File: src/rtl/debounce_pkg.sv
// debounce_pkg: shared state encoding and defaults for the push-button debouncer.
// Rev 1.0
`default_nettype none

package debounce_pkg;

  typedef enum logic [1:0] {
    IDLE         = 2'd0,
    PRESS_WAIT   = 2'd1,
    PRESSED      = 2'd2,
    RELEASE_WAIT = 2'd3
  } db_state_t;

  // 10 ms at 100 MHz
  localparam int DEFAULT_DEBOUNCE_CYCLES = 1_000_000;

endpackage

`default_nettype wire

File: src/rtl/button_debouncer_if.sv
// button_debouncer_if: raw button inputs plus debounced pulse/level outputs.
// Rev 1.0
`default_nettype none

interface button_debouncer_if;
  logic leftBtn;
  logic rightBtn;
  logic leftBtnDebounce;
  logic rightBtnDebounce;
  logic leftHeld;
  logic rightHeld;

  modport master (
    output leftBtn,
    output rightBtn,
    input  leftBtnDebounce,
    input  rightBtnDebounce,
    input  leftHeld,
    input  rightHeld
  );

  modport slave (
    input  leftBtn,
    input  rightBtn,
    output leftBtnDebounce,
    output rightBtnDebounce,
    output leftHeld,
    output rightHeld
  );
endinterface

`default_nettype wire

File: src/rtl/debounce_channel.sv
// debounce_channel: 2-flop synchroniser, stability counter and press/release FSM for one button.
// Rev 1.0
`default_nettype none

module debounce_channel
  import debounce_pkg::*;
#(
  parameter int DEBOUNCE_CYCLES = DEFAULT_DEBOUNCE_CYCLES
) (
  input  wire logic clk,
  input  wire logic rst_n,
  input  wire logic i_raw,
  output logic      o_fire,
  output logic      o_held
);

  localparam int CNT_W = $clog2(DEBOUNCE_CYCLES);

  localparam logic [1:0] S_IDLE         = IDLE;
  localparam logic [1:0] S_PRESS_WAIT   = PRESS_WAIT;
  localparam logic [1:0] S_PRESSED      = PRESSED;
  localparam logic [1:0] S_RELEASE_WAIT = RELEASE_WAIT;

  logic             r_sync1;
  logic             r_sync2;
  logic [1:0]       r_state;
  logic [CNT_W-1:0] r_cnt;
  logic             r_held;
  logic             w_term;

  assign w_term = (r_cnt == CNT_W'(DEBOUNCE_CYCLES - 1));

  always_ff @(posedge clk or negedge rst_n) begin
    if (!rst_n) begin
      r_sync1 <= 1'b0;
      r_sync2 <= 1'b0;
      r_state <= S_IDLE;
      r_cnt   <= '0;
      r_held  <= 1'b0;
    end else begin
      r_sync1 <= i_raw;
      r_sync2 <= r_sync1;
      case (r_state)
        S_IDLE: begin
          if (r_sync2) begin
            r_state <= S_PRESS_WAIT;
            r_cnt   <= '0;
          end
        end
        S_PRESS_WAIT: begin
          if (!r_sync2) begin
            r_state <= S_IDLE;
          end else if (w_term) begin
            r_state <= S_PRESSED;
            r_held  <= 1'b1;
          end else begin
            r_cnt <= r_cnt + 1'b1;
          end
        end
        S_PRESSED: begin
          if (!r_sync2) begin
            r_state <= S_RELEASE_WAIT;
            r_cnt   <= '0;
          end
        end
        S_RELEASE_WAIT: begin
          // A bounce back high returns to PRESSED silently; only a full press fires.
          if (r_sync2) begin
            r_state <= S_PRESSED;
          end else if (w_term) begin
            r_state <= S_IDLE;
            r_held  <= 1'b0;
          end else begin
            r_cnt <= r_cnt + 1'b1;
          end
        end
        default: r_state <= S_IDLE;
      endcase
    end
  end

  assign o_fire = (r_state == S_PRESS_WAIT) && r_sync2 && w_term;
  assign o_held = r_held;

endmodule

`default_nettype wire

File: src/rtl/button_debouncer.sv
// button_debouncer: two debounce channels with left-priority pulse arbitration.
// Rev 1.0
`default_nettype none

module button_debouncer
  import debounce_pkg::*;
#(
  parameter int DEBOUNCE_CYCLES = DEFAULT_DEBOUNCE_CYCLES
) (
  input  wire logic          clk,
  input  wire logic          reset,
  button_debouncer_if.slave  bus
);

  logic w_left_fire;
  logic w_right_fire;
  logic w_left_held;
  logic w_right_held;
  logic r_left_pulse;
  logic r_right_pulse;
  logic r_right_pending;

  debounce_channel #(.DEBOUNCE_CYCLES(DEBOUNCE_CYCLES)) u_left (
    .clk    (clk),
    .rst_n  (reset),
    .i_raw  (bus.leftBtn),
    .o_fire (w_left_fire),
    .o_held (w_left_held)
  );

  debounce_channel #(.DEBOUNCE_CYCLES(DEBOUNCE_CYCLES)) u_right (
    .clk    (clk),
    .rst_n  (reset),
    .i_raw  (bus.rightBtn),
    .o_fire (w_right_fire),
    .o_held (w_right_held)
  );

  // Left wins a same-edge collision; right is deferred one cycle so no press is lost.
  always_ff @(posedge clk or negedge reset) begin
    if (!reset) begin
      r_left_pulse    <= 1'b0;
      r_right_pulse   <= 1'b0;
      r_right_pending <= 1'b0;
    end else begin
      r_left_pulse    <= w_left_fire;
      r_right_pulse   <= r_right_pending | (w_right_fire & ~w_left_fire);
      r_right_pending <= w_right_fire & w_left_fire;
    end
  end

  assign bus.leftBtnDebounce  = r_left_pulse;
  assign bus.rightBtnDebounce = r_right_pulse;
  assign bus.leftHeld         = w_left_held;
  assign bus.rightHeld        = w_right_held;

endmodule

`default_nettype wire

File: src/flat_wrapper.sv
// flat-port wrapper written by rule: the top's interface ports become plain ports
module button_debouncer_flat import debounce_pkg::*;
#(
  parameter int DEBOUNCE_CYCLES = DEFAULT_DEBOUNCE_CYCLES
)
  (clk, reset, bus_leftBtn, bus_rightBtn, bus_leftBtnDebounce, bus_rightBtnDebounce, bus_leftHeld, bus_rightHeld);
  button_debouncer_if bus_i ();
  input  wire logic clk;
  input  wire logic reset;
  input wire logic [$bits(bus_i.leftBtn)-1:0] bus_leftBtn;
  input wire logic [$bits(bus_i.rightBtn)-1:0] bus_rightBtn;
  output wire logic [$bits(bus_i.leftBtnDebounce)-1:0] bus_leftBtnDebounce;
  output wire logic [$bits(bus_i.rightBtnDebounce)-1:0] bus_rightBtnDebounce;
  output wire logic [$bits(bus_i.leftHeld)-1:0] bus_leftHeld;
  output wire logic [$bits(bus_i.rightHeld)-1:0] bus_rightHeld;
  assign bus_i.leftBtn = bus_leftBtn;
  assign bus_i.rightBtn = bus_rightBtn;
  assign bus_leftBtnDebounce = bus_i.leftBtnDebounce;
  assign bus_rightBtnDebounce = bus_i.rightBtnDebounce;
  assign bus_leftHeld = bus_i.leftHeld;
  assign bus_rightHeld = bus_i.rightHeld;
  button_debouncer #(.DEBOUNCE_CYCLES(DEBOUNCE_CYCLES)) u_core (.clk(clk), .reset(reset), .bus(bus_i));
endmodule
File: config.mk
export PLATFORM = sky130hd
export DESIGN_NAME = button_debouncer_flat
export DESIGN_NICKNAME = d
export VERILOG_FILES = /design/src/rtl/debounce_pkg.sv /design/src/rtl/button_debouncer_if.sv /design/src/rtl/debounce_channel.sv /design/src/rtl/button_debouncer.sv /design/src/flat_wrapper.sv
export SDC_FILE = /design/constraint.sdc
export NUM_CORES = 1
export LEC_CHECK = 0
export CAP_MARGIN = 5
export CORE_AREA = 2 2 75 77
export DETAILED_ROUTE_END_ITERATION = 16
export DIE_AREA = 0 0 77 79
export GPL_TIMING_DRIVEN = 0
export PLACE_DENSITY = 0.87
export SLEW_MARGIN = 20
export SYNTH_ARGS = -nofsm -noshare
export SYNTH_HDL_FRONTEND = slang
export SYNTH_HIERARCHICAL = 1
export SYNTH_SLANG_ARGS = --single-unit
File: constraint.sdc
create_clock -name clk -period 2.25 [get_ports clk]
set_input_delay 0.5625 -clock clk [delete_from_list [all_inputs] [get_ports clk]]
set_output_delay 0.5625 -clock clk [all_outputs]
set_load 0.01 [all_outputs]
==> results.txt <==
ANT cells = 0
Antenna-violating nets left = 0
CTS sink cnt = 53
Gr usage total = 0.237
Hold Vio Cnt, Final = 0
Post-Syn Area = 3050 µm²
Status = finished, final reports clean
Leak Pwr = 1.59 nW
Syn Inst Count = 314
Cell variety after synth = 46
Die footprint = 6080 µm²
Unrepaired setup endpoints after global routing = false
Top cells by area, synth = dfrtp_1 (43%), and4_1 (3.4%), mux2i_1 (3.3%), nand2_1 (3.2%), a21o_1 (2.7%)
Ys flop type = dfrtp_1
Vias post-DR = 2588
Worst hold slack = 268 ps
Fillcell total = 456
Ports = 8
Clock tree root buffer cell = clkbuf_8
Final nets = 334
Maximum clock rate = 479 MHz
DRC = 0
Area Growth Syn to Fin = 8.45%
Row Count = 27
Post-synthesis average cell area = 9.71 µm²
Ys Warns = 6
Core ar. = 5340 µm²
Leading area contributor after synthesis = dfrtp_1
Critical Path RT = 2420 ps
Slew at the pin closest to its max-slew limit = 811 ps
Kind of critical path = reg -> reg
Placer congestion estimate = 0.909
Clock Latency Late Sink = 310 ps
Clock slew at reported path FFs = 110 ps
Setup Total Neg Slack = 0 ps
Area occupied by multi-input gates = 1590 µm²
Die Y = 79 µm
WL/cell = 16.5 µm
Register area = 1330 µm²
Post-CTS Hold Fix Bufs = 0
Post-CTS setup buffer count = 0
DP Wirelength = 4.53 mm
CTS resizes = 0
Async SR Flop Fraction = 1.00
Initial Utilization = 0.571
Crit. End Element = register
CTS Buf Count = 5
Total power = 1.85 mW
#FFs+latches synth = 53
CTS H-tree depth = 2
First-pass GRT wire length = 11.6 mm
Via density = 6.45
CTS tree = done
Die Width = 77 µm
Final min period = 2090 ps
Maxcap violations = 0
WL final = 6.62 mm
Clk_skew = 14.2 ps
Max-slew headroom = 0.455
Net count after synthesis = 320
DRT iter0 DRCs = 222
Max-slew violations = 0
Largest net degree at the start of global routing = 54
Number of flops mapped to enable cells by yosys = 0
Worst setup SP type = register
Final setup violation count = 0
Share of layout cells above drive strength 1 = 0.0912
Cell Pwr Density = 558 nW/µm²
Hold Path Class = in -> async
Register area share after synthesis = 0.435
Worst Path Arrival = 2260 ps
Port bufs = 7
Initial antenna violation count = 0
Drt first pass iters = 4
Longest Clk Path Bufs = 2
Maximum VDD drop = 0.615 mV
Grt ovf = 0
Fin crit share = 0.928
Vias in the first global route = 2476
Top-area cell type share of the netlist area = 0.435
Critical path fanouts, max = 10
cells in the mapped netlist, types with 6 or more instances:
master     instances
a211o_1            8
a21o_1            11
a31oi_1           10
and2_1             8
and3_1             8
and4_1            12
clkbuf_1          10
dfrtp_1           53
inv_1             13
mux2i_1           10
nand2_1           26
nand2b_1          10
nand3_1           14
nand4_1           10
nor2_1            10
nor3_1             8
nor4_1             6
o211ai_1           6
o21ai_0            6
o2bb2ai_1          6
o41ai_1            6
or3_1              8
sequential cells by signal (all words and copies together) (netlist names), named ones only:
signal,cells
u_core/u_right/r_sync2,1
u_core/u_right/r_state,1
u_core/u_right/r_sync1,1
u_core/u_left/r_state,1
u_core/u_right/r_cnt,20
u_core/r_right_pending,1
u_core/u_right/o_held,1
u_core/bus.leftBtnDebounce,1
u_core/bus.rightBtnDebounce,1
u_core/u_left/o_held,1
u_core/u_left/r_sync1,1
u_core/u_left/r_sync2,1
u_core/u_left/r_cnt,20
critical path, stage by stage (launching register included):
cell,delay (ps)
dfrtp_1,420
xnor2_1,670
clkbuf_1,470
o31ai_1,110
o311ai_0,120
o21ai_0,160
cell usage in the layout, fill, tap and decap left out, drive strengths merged, types with 11 or more instances in the layout:
cell and n:
and4 14, nand3 14, clkbuf 18, nand4 12
inv 14, nand2 26, dfrtp 53, a21o 11
through the flow:
stage               instance area [µm²]  cells  utilization  setup slack [ps]
floorplan                          3050    314            -               409
global placement                   3210    393        0.601              -931
detailed placement                 3210    393        0.601               203
CTS                                3310    401        0.620               182
global route                       3310    401        0.620              3.04
finish                             3310    401        0.620               163
path summary, 6_finish.rpt:
path,cells past startpoint,slack (ps),to
worst min-delay path,1,270,u_core/u_left/r_cnt[17]
worst max-delay path,5,160,u_core/u_right/r_cnt[5]
min in group clk,0,350,u_core/u_left/r_sync2
max in group asynchronous,1,1530,u_core/u_right/r_cnt[16]
worst min register to register,0,350,u_core/u_left/r_sync2
worst max register to register,5,160,u_core/u_right/r_cnt[5]
kinds of logic (layout without fill, tap and decap cells):
| family | count (synthesis) | in the layout | synth area share |
|---|---|---|---|
| AO/OA/AOI/OAI | 75 | 75 | 0.187 |
| multiplexers | 12 | 12 | 0.0402 |
| adder cells (fa/ha/maj) | 2 | 2 | 0.00821 |
| buffers and inverters | 31 | 46 | 0.0431 |
| XOR/XNOR | 2 | 2 | 0.00575 |
| flip-flops | 53 | 53 | 0.435 |
| AND/OR/NAND/NOR | 139 | 139 | 0.281 |
report_power, final:
group	total [mW]	switching [mW]	internal, mW
logic	0.214	0.135	0.0789
registers	1.05	0.0560	0.996
clock network	0.580	0.324	0.256
total	1.85	0.515	1.33
metal layers:
metal,routed length [µm],track usage,vias to the layer above
met5,0,0,-
met2,3300,0.402,72
met4,148,0.0982,0
met3,331,0.0420,18
li1,-,-,1235
met1,2840,0.301,1263
layout make-up:
cell class | count | share of cell area
Multi-Input combinational cell | 230 | 0.481
Sequential cell | 53 | 0.401
Tap cell | 72 | 0.0272
Clock buffer | 6 | 0.0250
Buffer | 18 | 0.0250
Timing Repair Buffer | 7 | 0.0204
Inverter | 13 | 0.0148
Clock inverter | 2 | 0.00530
No activity file was read; power rests on OpenSTA's default activity.
